## src/rtl/ofmap_pkg.sv

```systemverilog
// Shared types and the membrane integrate/fire helper for the ofmap spike accumulator.
package ofmap_pkg;

  typedef enum logic [1:0] {
    CLEAR = 2'd0,
    RUN   = 2'd1,
    DONE  = 2'd2
  } state_t;

  typedef struct packed {
    logic        spike;
    logic [31:0] mem;
  } upd_t;

  // Saturating add of a sum into a membrane value, then threshold fire with subtractive reset.
  function automatic upd_t mem_update(input logic [31:0] mem_in,
                                      input logic [31:0] sum,
                                      input logic [31:0] thr,
                                      input logic [31:0] vmax);
    logic [32:0] v;
    upd_t        r;
    v = 33'(mem_in) + 33'(sum);
    if (v > 33'(vmax)) v = 33'(vmax);
    r.spike = (v >= 33'(thr));
    r.mem   = r.spike ? 32'(v - 33'(thr)) : 32'(v);
    return r;
  endfunction

endpackage

```

## src/rtl/ofmap_spike_accumulator_membrane_update.sv

```systemverilog
// Combinational membrane update: clamp mem_in + sum to the membrane range, fire at THRESHOLD.
module membrane_update
  import ofmap_pkg::*;
#(
  parameter int unsigned DWIDTH    = 8,
  parameter int unsigned MWIDTH    = 16,
  parameter int unsigned THRESHOLD = 64
) (
  input  logic [MWIDTH-1:0] mem_in,
  input  logic [DWIDTH-1:0] sum,
  output logic [MWIDTH-1:0] mem_out,
  output logic              spike
);

  localparam logic [31:0] VMAX = 32'((64'd1 << MWIDTH) - 64'd1);

  upd_t res;
  logic unused_mem;

  always_comb begin
    res = mem_update(32'(mem_in), 32'(sum), 32'(THRESHOLD), VMAX);
  end

  assign mem_out    = res.mem[MWIDTH-1:0];
  assign spike      = res.spike;
  // Result bits above MWIDTH are always zero after the clamp.
  assign unused_mem = ^res.mem;

endmodule

```

## src/rtl/ofmap_spike_accumulator.sv

```systemverilog
// Integrates per-neuron partial sums into membrane potentials over timesteps and emits spikes.
module ofmap_spike_accumulator
  import ofmap_pkg::*;
#(
  parameter int unsigned DWIDTH    = 8,
  parameter int unsigned MWIDTH    = 16,
  parameter int unsigned NUM_OUT   = 25,
  parameter int unsigned NUM_STEPS = 10,
  parameter int unsigned THRESHOLD = 64,
  parameter int unsigned IWIDTH    = (NUM_OUT > 1) ? $clog2(NUM_OUT) : 1
) (
  input  logic              clk,
  input  logic              rst_n,
  input  logic              in_valid,
  output logic              in_ready,
  input  logic [DWIDTH-1:0] in_sum,
  output logic              out_valid,
  input  logic              out_ready,
  output logic              out_spike,
  output logic [IWIDTH-1:0] out_idx,
  output logic              out_last,
  output logic              done,
  input  logic              clear
);

  localparam int unsigned SWIDTH = (NUM_STEPS > 1) ? $clog2(NUM_STEPS) : 1;

  state_t            state;
  logic [IWIDTH-1:0] idx;
  logic [SWIDTH-1:0] step;
  logic [MWIDTH-1:0] mem [NUM_OUT];
  logic [MWIDTH-1:0] mem_nxt;
  logic              spike_nxt;
  logic              accept;
  logic              last_idx;
  logic              last_step;

  assign in_ready  = (state == RUN) && !clear && (!out_valid || out_ready);
  assign accept    = in_valid && in_ready;
  assign last_idx  = (idx == IWIDTH'(NUM_OUT - 1));
  assign last_step = (step == SWIDTH'(NUM_STEPS - 1));

  membrane_update #(
    .DWIDTH   (DWIDTH),
    .MWIDTH   (MWIDTH),
    .THRESHOLD(THRESHOLD)
  ) u_update (
    .mem_in (mem[idx]),
    .sum    (in_sum),
    .mem_out(mem_nxt),
    .spike  (spike_nxt)
  );

  // Membrane bank: not reset, zeroed by the CLEAR sweep using idx as the pointer.
  always_ff @(posedge clk) begin
    if (state == CLEAR) begin
      mem[idx] <= '0;
    end else if (accept) begin
      mem[idx] <= mem_nxt;
    end
  end

  // Control FSM, counters and registered result.
  always_ff @(posedge clk or negedge rst_n) begin
    if (!rst_n) begin
      state     <= CLEAR;
      idx       <= '0;
      step      <= '0;
      out_valid <= 1'b0;
      out_spike <= 1'b0;
      out_idx   <= '0;
      out_last  <= 1'b0;
      done      <= 1'b0;
    end else if (clear) begin
      state     <= CLEAR;
      idx       <= '0;
      step      <= '0;
      out_valid <= 1'b0;
      done      <= 1'b0;
    end else begin
      case (state)
        CLEAR: begin
          if (last_idx) begin
            state <= RUN;
            idx   <= '0;
            step  <= '0;
          end else begin
            idx <= idx + IWIDTH'(1);
          end
        end
        RUN, DONE: begin
          if (out_valid && out_ready) out_valid <= 1'b0;
          if (accept) begin
            out_valid <= 1'b1;
            out_spike <= spike_nxt;
            out_idx   <= idx;
            out_last  <= last_idx && last_step;
            if (last_idx) begin
              idx <= '0;
              if (last_step) begin
                state <= DONE;
                done  <= 1'b1;
              end else begin
                step <= step + SWIDTH'(1);
              end
            end else begin
              idx <= idx + IWIDTH'(1);
            end
          end
        end
        default: state <= CLEAR;
      endcase
    end
  end

endmodule
```

## config.mk

```make
export PLATFORM = sky130hd
export DESIGN_NAME = ofmap_spike_accumulator
export DESIGN_NICKNAME = d
export VERILOG_FILES = /design/src/rtl/ofmap_pkg.sv /design/src/rtl/ofmap_spike_accumulator_membrane_update.sv /design/src/rtl/ofmap_spike_accumulator.sv
export SDC_FILE = /design/constraint.sdc
export NUM_CORES = 1
export LEC_CHECK = 0
export ABC_AREA = 1
export CORE_AREA = 2 2 202 204
export CTS_CLUSTER_DIAMETER = 120
export CTS_CLUSTER_SIZE = 28
export DETAILED_ROUTE_END_ITERATION = 10
export DIE_AREA = 0 0 204 206
export GPL_ROUTABILITY_DRIVEN = 0
export SETUP_SLACK_MARGIN = 0.15
export SLEW_MARGIN = 10
export SYNTH_ARGS = -nofsm -noshare
export SYNTH_HDL_FRONTEND = slang
export SYNTH_SLANG_ARGS = --single-unit
```

## constraint.sdc

```tcl
create_clock -name clk -period 11.4 [get_ports clk]
set_input_delay 1.14 -clock clk [delete_from_list [all_inputs] [get_ports clk]]
set_output_delay 1.14 -clock clk [all_outputs]
set_load 0.02 [all_outputs]
```

## Word level (Yosys, flattened, before mapping)

Memory sizes are Yosys's and may differ from the RTL's.
Cells that the tools add are included.

| storage, ports and cells | value |
|---|---|
| flip-flop bits (word level) | 20 |
| RAM bits | 400 |
| input port bits | 13 |
| output and inout bits | 10 |
| logic and storage cells | 81 |
| memories | 1 |

Memories:

| memory | depth | bits a word | read ports | clocked after Yosys merged registers in | wr ports | line | text |
|---|---|---|---|---|---|---|---|
| mem | 25 | 16 | 1 | 0 | 1 | ofmap_spike_accumulator.sv:31 | `logic [MWIDTH-1:0] mem [NUM_OUT];` |

| cells by class | value |
|---|---|
| $add $sub $neg | 4 |
| order comparisons | 2 |
| eq/ne operators | 9 |
| muxes and demuxes | 33 |
| bitwise logic cells | 2 |
| reduce and logical (&&, ||, !) cells | 22 |

Operators with widths:

| kind | number |
|---|---|
| $gt 33x16->1 const B | 1 |
| $mux 16 | 2 |
| $mux 4 | 5 |
| $add 16x8->17 | 1 |
| $ge 17x7->1 const B | 1 |
| $mux 17 | 1 |
| $sub 16x7->16 const B | 1 |
| $mux 5 | 3 |
| $ne 3x3->1 const B | 5 |
| $mux 1 | 14 |
| $mux 2 | 5 |
| $pmux 5 s2 | 1 |
| $pmux 4 s2 | 1 |
| $reduce_and 4->1 | 2 |
| $reduce_bool 2->1 | 4 |
| $reduce_bool 3->1 | 2 |
| $add 5x1->5 const B | 1 |
| $eq 5x5->1 const B | 1 |
| $logic_and 1x1->1 | 5 |
| $reduce_and 5->1 | 1 |
| $add 4x1->4 const B | 1 |
| $eq 4x4->1 const B | 1 |
| $pmux 2 s2 | 1 |
| $reduce_and 2->1 | 2 |
| 9 further kinds | 10 |

## Depth between registers and ports, before layout

| logic depth | value |
|---|---|
| word-level depth | 8 |
| depth in mapped cells | 34 |
| mapped depth without buffers | 27 |

## Hierarchy

A second synthesis with hierarchy kept.

| second synthesis, totals | value |
|---|---|
| cells, all modules | 2059 |
| area total of the unflattened synthesis | 19530.0 µm² |

Modules (own cells, without submodules):

| module | times used | cells each | area an instance (µm²) | seq. area each (µm²) |
|---|---|---|---|---|
| ofmap_spike_accumulator | 1 | 1790 | 18198.7 | 12512.0 |
| membrane_update | 1 | 269 | 1331.3 | 0.0 |

## Least setup slack after synthesis

No wires, ideal clock.

| timing | value |
|---|---|
| path type | register -> register |
| start point | reg idx[0] |
| end point | mem mem[0][11] (data pin) |
| setup time | 0.319 ns |
| arrival | 5.042 ns |
| data required time | 11.081 ns |
| slack | 6.039 ns |
| cell stages (with the launch flop) | 35 |
| buffers on the path | 10 |
| period minus slack after synthesis | 5.361 ns |
| cell sequence | dfrtp_1 -> buf_6 -> inv_4 -> buf_6 -> buf_6 -> buf_6 -> clkbuf_1 -> clkbuf_1 -> clkbuf_1 -> o21ai_0 -> o22ai_1 -> nand2_1 -> o2111ai_1 -> ha_1 -> fa_1 -> nand3_1 -> nand3_1 -> nand2_1 -> o211ai_1 -> nand3_1 -> nor2_1 -> nand2_2 -> buf_6 -> buf_2 -> nand2_1 -> ha_1 -> nand3_1 -> nor3_1 -> nand4_1 -> nor2_1 -> nand2_1 -> nand3_2 -> buf_6 -> nand2_1 -> nor2_1 |

| between the ends | value |
|---|---|
| word-level cells in the longest chain between the ends | 7 |
| elaborated cells between the ends (all ways) | 8 |
| classes of those cells | 2 x add/sub; 2 x order compare; 3 x mux; 1 x memory |

RTL lines:

| item | line | text |
|---|---|---|
| start: declaration | ofmap_spike_accumulator.sv:29 | `logic [IWIDTH-1:0] idx;` |
| start signal: assignment | ofmap_spike_accumulator.sv:88 | `idx <= idx + IWIDTH'(1);` |
| start signal: assignment | ofmap_spike_accumulator.sv:107 | `idx <= idx + IWIDTH'(1);` |
| $mem_v2 25x16 (*) | - |  |
| $add 16x8->17 (*) | ofmap_pkg.sv:22 | `v = 33'(mem_in) + 33'(sum);` |
| $gt 33x16->1 | ofmap_pkg.sv:23 | `if (v > 33'(vmax)) v = 33'(vmax);` |
| $mux 17 (*) | ofmap_pkg.sv:23 |  |
| $sub 16x7->16 or $ge 17x7->1 (tied branches) | ofmap_pkg.sv:25, ofmap_pkg.sv:24 |  |
| $mux 16 (*) | ofmap_pkg.sv:25 | `r.mem = r.spike ? 32'(v - 33'(thr)) : 32'(v);` |
| $mux 16 (no line) (*) | - |  |
| end: declaration | ofmap_spike_accumulator.sv:31 |  |

Every way passes the cells marked *; elsewhere a longest branch is shown, timed or not.

## Worst setup path in the final report

| timing | value |
|---|---|
| start point | reg idx[0] |
| end point | mem mem[6][7] (data pin) |

The elaborated chain is that of the path after synthesis.

==> flow_summary.yaml <==
setup_path:
  r2r_slack_ps: 4770
  crit_family: "simple AND/OR/NAND/NOR gates"
  path_buf_inv: 3
  start_kind: "flip-flop"
  crit_type: "reg -> reg"
  cp-end-kind: "flip-flop"
  required_ps: 11640
  cp_data_arrival_time_ps: 6870
  cp_slowest_stage_delay_ps: 900
  crit_top_cell: "nand2_1"
  cp_max_fo: 76
  slowest_stage: "dfrtp_4"
yosys:
  ys.warnings.count: 0
  postSynth.asyncResetShare: 0.0476
  ys_seq_elements: 420
  seq_area_frac_synth: 0.689
  synth_cell_types: 44
  synth_cells: 1629
  avgSynthCellArea_um2: 11.1
  synth_flop_cell: "edfxtp_1"
  synth_area_um2: 18100
  synth_fp_nets: 1661
  synth_edf_count: 400
timing:
  slew_viol_final: 0
  max_freq_ghz: 0.151
  finalCritPeriodShare: 0.581
  period_minus_slack_ps: 6630
  finalSetupTns_ps: 0
  rsz0062_at_grt: "false"
  slew_headroom: 0.215
  setup_viol: 0
  hold_viol_final: 0
  worst_pin_slew_ps: 1180
  skew_ps: 16.1
min_path:
  min_path_type: "reg -> reg"
grt:
  grt-ovfl-total: 0
  track_usage: 0.233
  grt_max_degree: 98
  antenna_found_initial: 0
  grt_pass1_wl_mm: 71.6
  grt_pass1_vias: 11300
cells_and_area:
  syn2layout_area_growth_pct: 7.41
  layout-drive-gt1-share: 0.0585
  n_antenna_cell: 0
  fin_util: 0.485
  layout.nets: 1669
  fin_area_um2: 19500
clocking:
  cts_made_buffers: 18
  cts_tree: "built"
  clockBufferDepth: 3
  cts.clk_slew.worst_paths_ps: 120
  cts_setup_buffers: 0
  cts-resized-gates: 0
  hold_buffers: 0
  root_buffer: "clkbuf_16"
  cts_sinks: 420
  htreeDepth: 1
  clk_latency_ps: 550
pwr:
  leakage_nw: 7.32
  ir_drop_v: 0.000153
  p_per_area_nw_per_um2: 222
die:
  dieArea_um2: 42000
  io_pins: 23
  start_util: 0.452
  die_w_um: 204
  fp-row-count: 74
  fp.dieH_um: 206
  core_um2: 40200
routing:
  drc: 0
  ant_nets: 0
  num_vias: 12000
  dr.pass1.iters: 5
  drt_iter0_drc: 1479
  wl_mm: 48.3
  vias_per_cell: 5.52
  wire_per_inst_um: 22.2
status:
  status: "complete, no violations"
placement:
  dpl.hpwl_mm: 27.6
  placed_area_um2: 19000
  portBuffers: 22
job:
  cap_viol_max_count: 0
## kinds of logic (layout without fill, tap and decap cells)
group	count (synthesis)	after routing	share of synthesized area
AND/OR/NAND/NOR	711	711	0.160
AO/OA/AOI/OAI	264	264	0.0820
XOR/XNOR	11	11	0.00531
flip-flops	420	420	0.689
buffers and inverters	204	216	0.0494
adder cells (fa/ha/maj)	19	19	0.0135
## cell usage after synthesis, types with 10 or more instances
cell type  number  area (µm²)
o22ai_1        47         294
ha_1           18         225
inv_1         119         447
nand3_1        92         460
o21ai_0       137         686
buf_2          19        95.1
a22o_1         12         105
clkbuf_1       37         139
buf_6          10         113
nand2_1       343        1290
nor2_1        243         912
edfxtp_1      400       12000
dfrtp_1        20         500
a21oi_1        38         190
## report_power, final
part / switching (mW) / total (mW) / internal [mW]
Sequential: 0.0765 / 1.89 / 1.81
Combinational: 1.18 / 1.69 / 0.509
Clock: 0.455 / 0.750 / 0.296
## flip-flops by register name, indices dropped and copies added, names as in the netlist
signal / cells
done: 1
out_valid: 1
out_last: 1
mem: 400
out_spike: 1
state: 2
idx: 5
out_idx: 5
step: 4
## placed cells by master (no fill, tap or decap), types with 7 or more instances in the layout
cell type        netlist  routed
o21ai_0              137     137
nand2_1              343     343
nand4_1                7       7
ha_1                  18      18
nor2_1               243     235
a21oi_1               38      34
nor2_2                 2       7
nand3_2                7       7
o21ai_1                8       8
edfxtp_1             400     400
clkdlybuf4s50_1        0      22
buf_4                  8      43
clkbuf_16              0      18
inv_1                119     119
a22o_1                12      12
dfrtp_1               20      18
nand3_1               92      92
o22ai_1               47      47
xor2_1                 8       8
## cell type report
| class | count | area, µm² |
|---|---|---|
| Clock buffer | 23 | 469 |
| Clock inverter | 1 | 16.3 |
| Fill cell | 3627 | 20700 |
| Inverter | 126 | 479 |
| Multi-Input combinational cell | 1005 | 4790 |
| Sequential cell | 420 | 12500 |
| Tap cell | 532 | 666 |
| Timing Repair Buffer | 66 | 554 |
## worst reg2reg max path, cell delays in order, from the launching register on
cell,delay [ps]
dfrtp_4,900
buf_4,670
buf_4,760
o21ai_0,240
o22ai_1,200
a22o_1,170
nand2_1,50
nand3_1,160
ha_1,290
nand2_1,100
nor3_1,50
nand2_1,60
o211ai_1,170
nand3_1,170
nor2_1,70
nand2_2,300
inv_1,150
nor2_1,180
ha_1,180
nand3_1,70
nor3_1,160
nand4_1,130
nor2_1,120
nand2_1,70
nand3_2,200
nand2_1,100
nor2_2,600
## per-stage QoR
| step | hold slack [ps] | total power, mW | setup WS (ps) | cells |
|---|---|---|---|---|
| final | 490 | 4.33 | 4770 | 2173 |
| after detailed placement | 472 | 3.59 | 4420 | 2149 |
| after global routing | 542 | 4.60 | 4050 | 2173 |
| after global placement | 462 | 3.58 | 4580 | 2148 |
| after floorplan | 480 | 3.14 | 6040 | 1629 |
| after CTS | 498 | 4.33 | 4350 | 2173 |
## per-layer routing
metal / up-vias / global-route usage / part of all wire
met1: 5871 / 0.319 / 0.42
met3: 78 / 0.0334 / 0.076
met2: 428 / 0.383 / 0.47
met4: 0 / 0.0784 / 0.034
met5: - / 0 / 0
li1: 5609 / - / -
## path summary, 6_finish.rpt
path,startpoint,cells past startpoint,end
hold reg to reg,out_last,2,out_last
min in group asynchronous,rst_n,1,idx[0]
setup reg to reg,idx[0],26,mem[6][7]
hold / removal,out_last,2,out_last
setup / recovery,idx[0],26,mem[6][7]
max in group asynchronous,rst_n,1,idx[1]
Power figures use the tool's default switching activity.
